$ cat config.mk
export PLATFORM = sky130hd
export DESIGN_NAME = mux_2x1_8bits
export DESIGN_NICKNAME = d
export VERILOG_FILES = /design/src/rtl/mux_pkg.sv /design/src/rtl/fifo_lane_8bits.sv /design/src/rtl/mux_2x1_8bits.sv
export SDC_FILE = /design/constraint.sdc
export NUM_CORES = 1
export LEC_CHECK = 0
export CORE_MARGIN = 2
export CORE_UTILIZATION = 47
export CTS_BUF_LIST = sky130_fd_sc_hd__clkbuf_16
export CTS_CLUSTER_DIAMETER = 80
export CTS_CLUSTER_SIZE = 8
export DETAILED_ROUTE_END_ITERATION = 12
export GPL_TIMING_DRIVEN = 0
export PLACE_DENSITY = 0.69
export RECOVER_POWER = 100
export SLEW_MARGIN = 10
export SYNTH_ARGS = -nofsm -noshare
export SYNTH_HDL_FRONTEND = slang
export SYNTH_HIERARCHICAL = 1
export SYNTH_SLANG_ARGS = --single-unit
$ cat constraint.sdc
create_clock -name clk -period 2.6 [get_ports clk]
set_input_delay 0.52 -clock clk [delete_from_list [all_inputs] [get_ports clk]]
set_output_delay 0.52 -clock clk [all_outputs]
set_load 0.05 [all_outputs]
$ cat src/rtl/mux_pkg.sv
// Shared definitions for the two-lane byte merge: default sizes, lane select
// encoding and the FIFO pointer-width helper.
package mux_pkg;

  localparam int DEF_DATA_WIDTH = 8;
  localparam int DEF_FIFO_DEPTH = 4;

  typedef enum logic {
    LANE0 = 1'b0,
    LANE1 = 1'b1
  } lane_sel_e;

  // Smallest width able to address every FIFO entry (depth is a power of 2).
  function automatic int ptr_width(input int depth);
    int w;
    w = 0;
    for (int i = 0; i < 31; i++) begin
      if ((32'd1 << i) < depth) begin
        w = i + 1;
      end else begin
        w = w;
      end
    end
    return w;
  endfunction

endpackage

$ cat src/rtl/fifo_lane_8bits.sv
// Per-lane synchronous FIFO with a combinational head. Pushes while full and
// pops while empty are ignored, so the owner never corrupts its state.
module fifo_lane_8bits
  import mux_pkg::*;
#(
  parameter int DATA_WIDTH = DEF_DATA_WIDTH,
  parameter int FIFO_DEPTH = DEF_FIFO_DEPTH
) (
  input  logic                  clk,
  input  logic                  reset,
  input  logic                  push,
  input  logic                  pop,
  input  logic [DATA_WIDTH-1:0] din,
  output logic [DATA_WIDTH-1:0] dout,
  output logic                  full,
  output logic                  empty
);

  localparam int PTR_W = ptr_width(FIFO_DEPTH);
  localparam int CNT_W = PTR_W + 1;
  localparam logic [PTR_W-1:0] PTR_ONE = {{(PTR_W-1){1'b0}}, 1'b1};
  localparam logic [CNT_W-1:0] CNT_ONE = {{(CNT_W-1){1'b0}}, 1'b1};
  localparam logic [CNT_W-1:0] CNT_FULL = CNT_W'(FIFO_DEPTH);

  logic [DATA_WIDTH-1:0] mem_r [FIFO_DEPTH];
  logic [PTR_W-1:0]      wr_ptr_r;
  logic [PTR_W-1:0]      rd_ptr_r;
  logic [CNT_W-1:0]      count_r;
  logic                  push_ok_s;
  logic                  pop_ok_s;

  assign full      = (count_r == CNT_FULL);
  assign empty     = (count_r == {CNT_W{1'b0}});
  assign push_ok_s = push && !full;
  assign pop_ok_s  = pop && !empty;
  assign dout      = mem_r[rd_ptr_r];

  // Storage write; contents need no reset because count gates every read.
  always_ff @(posedge clk) begin
    if (push_ok_s) begin
      mem_r[wr_ptr_r] <= din;
    end
  end

  // Pointers wrap naturally modulo the power-of-2 depth.
  always_ff @(posedge clk or posedge reset) begin
    if (reset) begin
      wr_ptr_r <= {PTR_W{1'b0}};
      rd_ptr_r <= {PTR_W{1'b0}};
      count_r  <= {CNT_W{1'b0}};
    end else begin
      if (push_ok_s) begin
        wr_ptr_r <= wr_ptr_r + PTR_ONE;
      end
      if (pop_ok_s) begin
        rd_ptr_r <= rd_ptr_r + PTR_ONE;
      end
      case ({push_ok_s, pop_ok_s})
        2'b10:   count_r <= count_r + CNT_ONE;
        2'b01:   count_r <= count_r - CNT_ONE;
        default: count_r <= count_r;
      endcase
    end
  end

endmodule

$ cat src/rtl/mux_2x1_8bits.sv
// Re-merges two byte lanes into one stream in strict lane0/lane1 alternation,
// with per-lane FIFOs absorbing skew and a registered valid/ready output stage.
module mux_2x1_8bits
  import mux_pkg::*;
#(
  parameter int DATA_WIDTH = DEF_DATA_WIDTH,
  parameter int FIFO_DEPTH = DEF_FIFO_DEPTH
) (
  input  logic                  clk,
  input  logic                  reset,
  input  logic [DATA_WIDTH-1:0] data_in0,
  input  logic                  valid_in0,
  output logic                  ready_in0,
  input  logic [DATA_WIDTH-1:0] data_in1,
  input  logic                  valid_in1,
  output logic                  ready_in1,
  output logic [DATA_WIDTH-1:0] data_out,
  output logic                  valid_out,
  input  logic                  ready_out
);

  lane_sel_e             sel_r;
  lane_sel_e             sel_nxt_s;
  logic [DATA_WIDTH-1:0] dout0_s;
  logic [DATA_WIDTH-1:0] dout1_s;
  logic                  full0_s;
  logic                  full1_s;
  logic                  empty0_s;
  logic                  empty1_s;
  logic                  pop0_s;
  logic                  pop1_s;
  logic                  out_free_s;
  logic                  load_s;
  logic [DATA_WIDTH-1:0] head_s;
  logic [DATA_WIDTH-1:0] data_out_r;
  logic                  valid_out_r;

  fifo_lane_8bits #(
    .DATA_WIDTH(DATA_WIDTH),
    .FIFO_DEPTH(FIFO_DEPTH)
  ) u_fifo0 (
    .clk  (clk),
    .reset(reset),
    .push (valid_in0),
    .pop  (pop0_s),
    .din  (data_in0),
    .dout (dout0_s),
    .full (full0_s),
    .empty(empty0_s)
  );

  fifo_lane_8bits #(
    .DATA_WIDTH(DATA_WIDTH),
    .FIFO_DEPTH(FIFO_DEPTH)
  ) u_fifo1 (
    .clk  (clk),
    .reset(reset),
    .push (valid_in1),
    .pop  (pop1_s),
    .din  (data_in1),
    .dout (dout1_s),
    .full (full1_s),
    .empty(empty1_s)
  );

  // Input readiness comes from registered FIFO state only, never a same-cycle pop.
  assign ready_in0  = !full0_s;
  assign ready_in1  = !full1_s;
  assign out_free_s = !valid_out_r || ready_out;
  assign data_out   = data_out_r;
  assign valid_out  = valid_out_r;

  // Selector register.
  always_ff @(posedge clk or posedge reset) begin
    if (reset) begin
      sel_r <= LANE0;
    end else begin
      sel_r <= sel_nxt_s;
    end
  end

  // Load only from the selected lane; never skip ahead to the other one.
  always_comb begin
    sel_nxt_s = sel_r;
    load_s    = 1'b0;
    pop0_s    = 1'b0;
    pop1_s    = 1'b0;
    head_s    = dout0_s;
    case (sel_r)
      LANE0: begin
        head_s = dout0_s;
        if (out_free_s && !empty0_s) begin
          load_s    = 1'b1;
          pop0_s    = 1'b1;
          sel_nxt_s = LANE1;
        end else begin
          sel_nxt_s = LANE0;
        end
      end
      LANE1: begin
        head_s = dout1_s;
        if (out_free_s && !empty1_s) begin
          load_s    = 1'b1;
          pop1_s    = 1'b1;
          sel_nxt_s = LANE0;
        end else begin
          sel_nxt_s = LANE1;
        end
      end
      default: begin
        sel_nxt_s = LANE0;
      end
    endcase
  end

  // Output stage; data_out keeps its last byte when idle and is cleared only by reset.
  always_ff @(posedge clk or posedge reset) begin
    if (reset) begin
      data_out_r  <= {DATA_WIDTH{1'b0}};
      valid_out_r <= 1'b0;
    end else if (load_s) begin
      data_out_r  <= head_s;
      valid_out_r <= 1'b1;
    end else if (out_free_s) begin
      valid_out_r <= 1'b0;
    end else begin
      valid_out_r <= valid_out_r;
    end
  end

endmodule

==> results.sh, run 1 <==
export IMPL_synth_top_area_frac=0.514
export IMPL_gr_total_overflow=0
export IMPL_drt_first_iter_violations=76
export IMPL_avgSynthCellArea_um2=18.8
export IMPL_wirelength_um=5800
export IMPL_worstPathArrival_ps=1830
export IMPL_cts_tree="yes"
export IMPL_pwr_density_cell_nw_per_um2=1210
export IMPL_cp_max_fo=5
export IMPL_synth_edf_count=64
export IMPL_coreArea_um2=7730
export IMPL_globalplace_congestion=0.759
export IMPL_synth_top_family_by_area="multiplexers"
export IMPL_max_slew_margin_rel=0.553
export IMPL_die_y_um=93.2
export IMPL_maxSlewViolCount=0
export IMPL_post_dp_hpwl_um=4080
export IMPL_post_cts_buffers=0
export IMPL_yosys_warnings=6
export IMPL_placedCellCount=332
export IMPL_numCtsBuffers=9
export IMPL_drc=0
export IMPL_post_place_ws_ps=-27.1
export IMPL_final_cells=348
export IMPL_initial_core_util=0.484
export IMPL_fin_crit_sh=0.902
export IMPL_muxShareOfSynthArea=0.166
export IMPL_grt_usage=0.152
export IMPL_num_antenna_cells=0
export IMPL_yosys_area_top_type="edfxtp_1"
export IMPL_area_growth_pct=17.3
export IMPL_die_area_um2=8690
export IMPL_ys_seq_elements=88
export IMPL_clk_path_buf_depth=2
export IMPL_row_count=32
export IMPL_synth_fp_nets=232
export IMPL_maxCapViolations=0
export IMPL_finClkSkew_ps=7.54
export IMPL_syn_inst=199
export IMPL_synthAdderAreaFrac=0.0441
export IMPL_grt_pass1_wl_um=9580
export IMPL_required_ps=2080
export IMPL_synth_compound_area_frac=0.00903
export IMPL_vias=1752
export IMPL_setup_ws_ps=254
export IMPL_cts_htree_levels=3
export IMPL_p_leak_uw=0.00161
export IMPL_cts_root_buf="clkbuf_16"
export IMPL_cts_sinks=88
export IMPL_hold_violations=0
export IMPL_num_fill_cells=606
export IMPL_antenna_found_initial=0
export IMPL_insertion_delay_ps=330
export IMPL_synthTopCellsByCount="edfxtp_1, dfrtp_1, inv_1"
export IMPL_ys_top_cells_by_area="edfxtp_1, dfrtp_1, mux4_2"
export IMPL_ir_drop_mv=0.661
export IMPL_worst_pin_slew_ps=670
export IMPL_first_pass_iters=4
export IMPL_ctsHoldBuffers=0
export IMPL_die_w_um=93.2
export IMPL_vias_per_cell=5.03
export IMPL_ys_flop_type="edfxtp_1"
export IMPL_synth_xor_area_frac=0.0281
export IMPL_fin_crit_ps=2350
export IMPL_first_global_vias=1866
export IMPL_cts_resized=0
export IMPL_wl_per_cell_um=16.7
export IMPL_reg2regPathDepth=9
export IMPL_whs_path_depth=1
export IMPL_port_buffers=31
export IMPL_hold_class="reg2reg"
export IMPL_path_class="reg2out"
export IMPL_multi_input_area_um2=1060
export IMPL_setup_viol=0
export IMPL_synthMostInstantiatedCell="edfxtp_1"
export IMPL_end_kind="output pin"
export IMPL_async_flop_share=0.273
export IMPL_io_pins=32
export IMPL_rsz0062_at_grt="no"
export IMPL_ys_seq_area_frac=0.674
export IMPL_drive_above_1_share=0.199
export IMPL_cp_start_kind="flop"
export IMPL_synthSimpleGateAreaFrac=0.0528
export IMPL_synth_cell_area_um2=3740
export IMPL_max_freq_ghz=0.426
export IMPL_layout_nets=274
export IMPL_outcome="complete, no violations"
export IMPL_synthDistinctLibCells=27
export IMPL_antenna_left=0
export IMPL_grt_max_degree=17
export IMPL_seq_area_um2=2520
export IMPL_clkTransAtPathRegs_ps=60
## power breakdown
| part | switching, uW | total (uW) | internal (uW) |
|---|---|---|---|
| Sequential | 208 | 2150 | 1950 |
| Clock | 520 | 1170 | 655 |
| Combinational | 1070 | 1990 | 915 |
## sequential cells by signal, summed over array words and instances, names as in the netlist, 2 cells and up
name              flops
data_out              8
u_fifo0/rd_ptr_r      2
u_fifo1/count_r       3
u_fifo1/mem_r        32
u_fifo1/wr_ptr_r      2
u_fifo0/count_r       3
u_fifo1/rd_ptr_r      2
u_fifo0/wr_ptr_r      2
u_fifo0/mem_r        32
## path summary, 6_finish.rpt
check | from | endpoint | slack (ps)
min reg2reg | data_out[4] | data_out[4] | 500
max reg2reg | sel_r | u_fifo1/count_r[2] | 370
max | u_fifo1/count_r[0] | ready_in1 | 250
min | data_out[4] | data_out[4] | 500
min in group asynchronous | reset | u_fifo1/count_r[0] | 610
max in group asynchronous | reset | sel_r | 1640
## metal layers
layer | routed length, um | global-route usage
met2 | 2870 | 0.233
met3 | 168 | 0.0330
met1 | 2650 | 0.206
met4 | 109 | 0.0772
met5 | 0 | 0
## per-stage QoR
step / util / TNS (ps) / cell area, um2 / total power (uW) / hold slack (ps)
2_1_floorplan: - / 0 / 3740 / 3850 / 323
3_3_place_gp: 0.541 / -5.22 / 4180 / 4350 / 502
3_5_place_dp: 0.541 / -40.5 / 4180 / 4410 / 505
4_1_cts: 0.577 / 0 / 4460 / 5610 / 497
5_1_grt: 0.568 / 0 / 4390 / 5670 / 520
6_report: 0.568 / 0 / 4390 / 5310 / 499
## critical path: stages, from the launching register on
cell and delay [ps]:
dfrtp_1 460, nor3b_4 240, inv_1 50, dlygate4sd3_1 750
## area by class of cell
class | count | share of cell area
Inverter | 17 | 0.0145
Clock buffer | 9 | 0.0513
Buffer | 6 | 0.00599
Timing Repair Buffer | 31 | 0.0707
Sequential cell | 88 | 0.575
Clock inverter | 7 | 0.0123
Tap cell | 102 | 0.0291
Multi-Input combinational cell | 88 | 0.241
## cells by family (layout without fill, tap and decap cells)
kind of cell / after synthesis / after routing
multiplexers: 36 / 36
buffers and inverters: 23 / 70
adder cells (fa/ha/maj): 12 / 12
AO/OA/AOI/OAI: 4 / 4
AND/OR/NAND/NOR: 24 / 24
flip-flops: 88 / 88
XOR/XNOR: 12 / 12
## layout by cell type (no fill, tap or decap), types with 2 or more instances in the layout
master / netlist / final
edfxtp_1: 64 / 64
dlygate4sd3_1: 0 / 31
dfrtp_1: 24 / 24
inv_1: 17 / 17
mux4_2: 16 / 16
ha_1: 10 / 10
clkbuf_16: 0 / 9
mux2_2: 8 / 8
mux2_1: 0 / 8
and2_0: 0 / 8
xor2_1: 6 / 6
xnor2_1: 6 / 6
nor2b_1: 1 / 4
buf_2: 3 / 3
clkbuf_1: 2 / 3
nor3_1: 3 / 3
inv_6: 0 / 3
clkinvlp_4: 0 / 2
o31a_2: 2 / 2
nor3b_4: 2 / 2
mux2i_1: 2 / 2
nor2_1: 2 / 2
nand2_1: 2 / 2
mux2_4: 10 / 2
fa_1: 2 / 2
(Power assumes the default switching activity.)
==> run 2, diff against run 1 <==
--- a/config.mk
+++ b/config.mk
@@ -5,7 +5,6 @@
 export SDC_FILE = /design/constraint.sdc
 export NUM_CORES = 1
 export LEC_CHECK = 0
-export CORE_MARGIN = 2
 export CORE_UTILIZATION = 47
 export CTS_BUF_LIST = sky130_fd_sc_hd__clkbuf_16
 export CTS_CLUSTER_DIAMETER = 80
@@ -19,3 +18,4 @@
 export SYNTH_HDL_FRONTEND = slang
 export SYNTH_HIERARCHICAL = 1
 export SYNTH_SLANG_ARGS = --single-unit
+export TNS_END_PERCENT = 20
==> results.sh, run 2 (synthesis results as in run 1) <==
export IMPL_outcome="complete, no violations"
export IMPL_finClkSkew_ps=6.37
export IMPL_end_kind="output pin"
export IMPL_max_slew_margin_rel=0.536
export IMPL_port_buffers=31
export IMPL_die_area_um2=8320
export IMPL_drc=0
export IMPL_layout_nets=274
export IMPL_clk_path_buf_depth=2
export IMPL_numCtsBuffers=9
export IMPL_cpMaxStageDelayCell="dlygate4sd3_1"
export IMPL_cts_sinks=88
export IMPL_fin_crit_sh=0.900
export IMPL_setup_viol=0
export IMPL_gr_total_overflow=0
export IMPL_rsz0062_at_grt="no"
export IMPL_worstPathArrival_ps=1820
export IMPL_reg2reg_to="u_fifo0/count_r[2]"
export IMPL_coreArea_um2=7730
export IMPL_cts_resized=0
export IMPL_drive_above_1_share=0.200
export IMPL_insertion_delay_ps=330
export IMPL_reg2regPathDepth=9
export IMPL_post_cts_buffers=0
export IMPL_vias_per_cell=5.05
export IMPL_clkTransAtPathRegs_ps=60
export IMPL_first_global_vias=1870
export IMPL_worst_hold_path_endpoint="data_out[2]"
export IMPL_first_pass_iters=6
export IMPL_mostFrequentLayoutCells="edfxtp_1, dlygate4sd3_1, dfrtp_1, inv_1, mux4_2"
export IMPL_required_ps=2080
export IMPL_wl_per_cell_um=17.3
export IMPL_antenna_left=0
export IMPL_worst_pin_slew_ps=696
export IMPL_worstHoldStart="data_out[2]"
export IMPL_num_fill_cells=594
export IMPL_io_pins=32
export IMPL_cts_root_buf="clkbuf_16"
export IMPL_pwr_density_cell_nw_per_um2=1250
export IMPL_area_growth_pct=18.6
export IMPL_ir_drop_mv=0.568
export IMPL_final_common_cell="edfxtp_1"
export IMPL_grt_usage=0.166
export IMPL_multi_input_area_um2=1050
export IMPL_initial_core_util=0.484
export IMPL_setup_ws_ps=259
export IMPL_rrSetupSlack_ps=330
export IMPL_wirelength_um=6020
export IMPL_crit_chain="nor3b_4, inv_1, dlygate4sd3_1"
export IMPL_ctsHoldBuffers=0
export IMPL_die_w_um=91.2
export IMPL_cp_start_kind="flop"
export IMPL_hold_class="reg2reg"
export IMPL_cts_tree="yes"
export IMPL_drt_first_iter_violations=113
export IMPL_r2r_start="sel_r"
export IMPL_max_freq_ghz=0.427
export IMPL_seq_area_um2=2520
export IMPL_critical_path_max_stage_delay_ps=860
export IMPL_cts_htree_levels=3
export IMPL_p_leak_uw=0.00163
export IMPL_cp_max_fo=4
export IMPL_highest_layer="met4"
export IMPL_row_count=32
export IMPL_whs_path_depth=1
export IMPL_wl_met3_um=175
export IMPL_hold_violations=0
export IMPL_post_dp_hpwl_um=4050
export IMPL_post_place_ws_ps=-25.5
export IMPL_die_y_um=91.2
export IMPL_grt_max_degree=15
export IMPL_path_class="reg2out"
export IMPL_grt_pass1_wl_um=9830
export IMPL_fin_crit_ps=2340
export IMPL_num_antenna_cells=0
export IMPL_route_met2_wl_um=3000
export IMPL_met1Wirelength_um=2790
export IMPL_vias=1754
export IMPL_globalplace_congestion=0.696
export IMPL_antenna_found_initial=0
export IMPL_maxSlewViolCount=0
export IMPL_utilization=0.574
export IMPL_maxCapViolations=0
-- run 2: cell types whose count changed in the layout (fill, tap and decap cells not counted), sizes merged --
cell | previous run | this run
clkdlybuf4s50 | 0 | 1
inv | 20 | 17
buf | 3 | 2
clkinvlp | 2 | 0
bufinv | 0 | 3
dlygate4sd3 | 31 | 30
clkinv | 2 | 3
clkbuf | 12 | 13
-- run 2: final cells by class --
type / instances / area share
Buffer: 6 / 0.00592
Clock buffer: 9 / 0.0508
Clock inverter: 6 / 0.0245
Inverter: 17 / 0.0144
Multi-Input combinational cell: 88 / 0.237
Sequential cell: 88 / 0.569
Tap cell: 102 / 0.0288
Timing Repair Buffer: 31 / 0.0699
-- run 2: through the flow --
step | total power [uW] | TNS [ps] | instance area [um2] | hold WS (ps) | instances
CTS | 5850 | 0 | 4510 | 513 | 347
floorplan | 3850 | 0 | 3740 | 323 | 199
detailed placement | 4420 | -33.2 | 4180 | 501 | 332
global route | 5920 | 0 | 4440 | 534 | 347
finish | 5560 | 0 | 4440 | 495 | 347
global placement | 4350 | 0 | 4180 | 507 | 332
-- run 2: worst max-delay path, delay by kind of cell, from the launching register on --
family,cells,cell delay [ps]
buf+inv,2,910
flops,1,420
simple gates,1,170
-- run 2: how the worst max path moves through the flow --
stage / slack, ps / startpoint / cells past startpoint / endpoint
after floorplan: 450 / valid_out / 9 / u_fifo1/count_r[2]
after global placement: 2 / ready_out / 10 / u_fifo1/count_r[2]
after detailed placement: -30 / ready_out / 10 / u_fifo0/count_r[2]
after CTS: 250 / u_fifo1/count_r[0] / 3 / ready_in1
after global routing: 110 / sel_r / 9 / u_fifo0/count_r[2]
final: 260 / u_fifo1/count_r[2] / 3 / ready_in1
-- run 2: where the power goes --
part	total [uW]	switching (uW)	internal, uW	leakage (uW)
logic	1990	1090	899	0.000602
clock network	1420	485	931	0.000165
registers	2160	210	1950	0.000865
total	5560	1780	3780	0.00163
-- run 2: per-layer routing --
| metal | vias up | track usage |
|---|---|---|
| li1 | 823 | - |
| met1 | 894 | 0.222 |
| met2 | 33 | 0.264 |
| met3 | 4 | 0.0394 |
| met4 | 0 | 0.0675 |
| met5 | - | 0 |
==> run 3, diff against run 2 <==
--- a/config.mk
+++ b/config.mk
@@ -11,6 +11,7 @@
 export CTS_CLUSTER_SIZE = 8
 export DETAILED_ROUTE_END_ITERATION = 12
 export GPL_TIMING_DRIVEN = 0
+export HOLD_SLACK_MARGIN = 0.06
 export PLACE_DENSITY = 0.69
 export RECOVER_POWER = 100
 export SLEW_MARGIN = 10
==> results of run 3 <==
The final DEF is identical to that of run 2; final timing and power are the same.
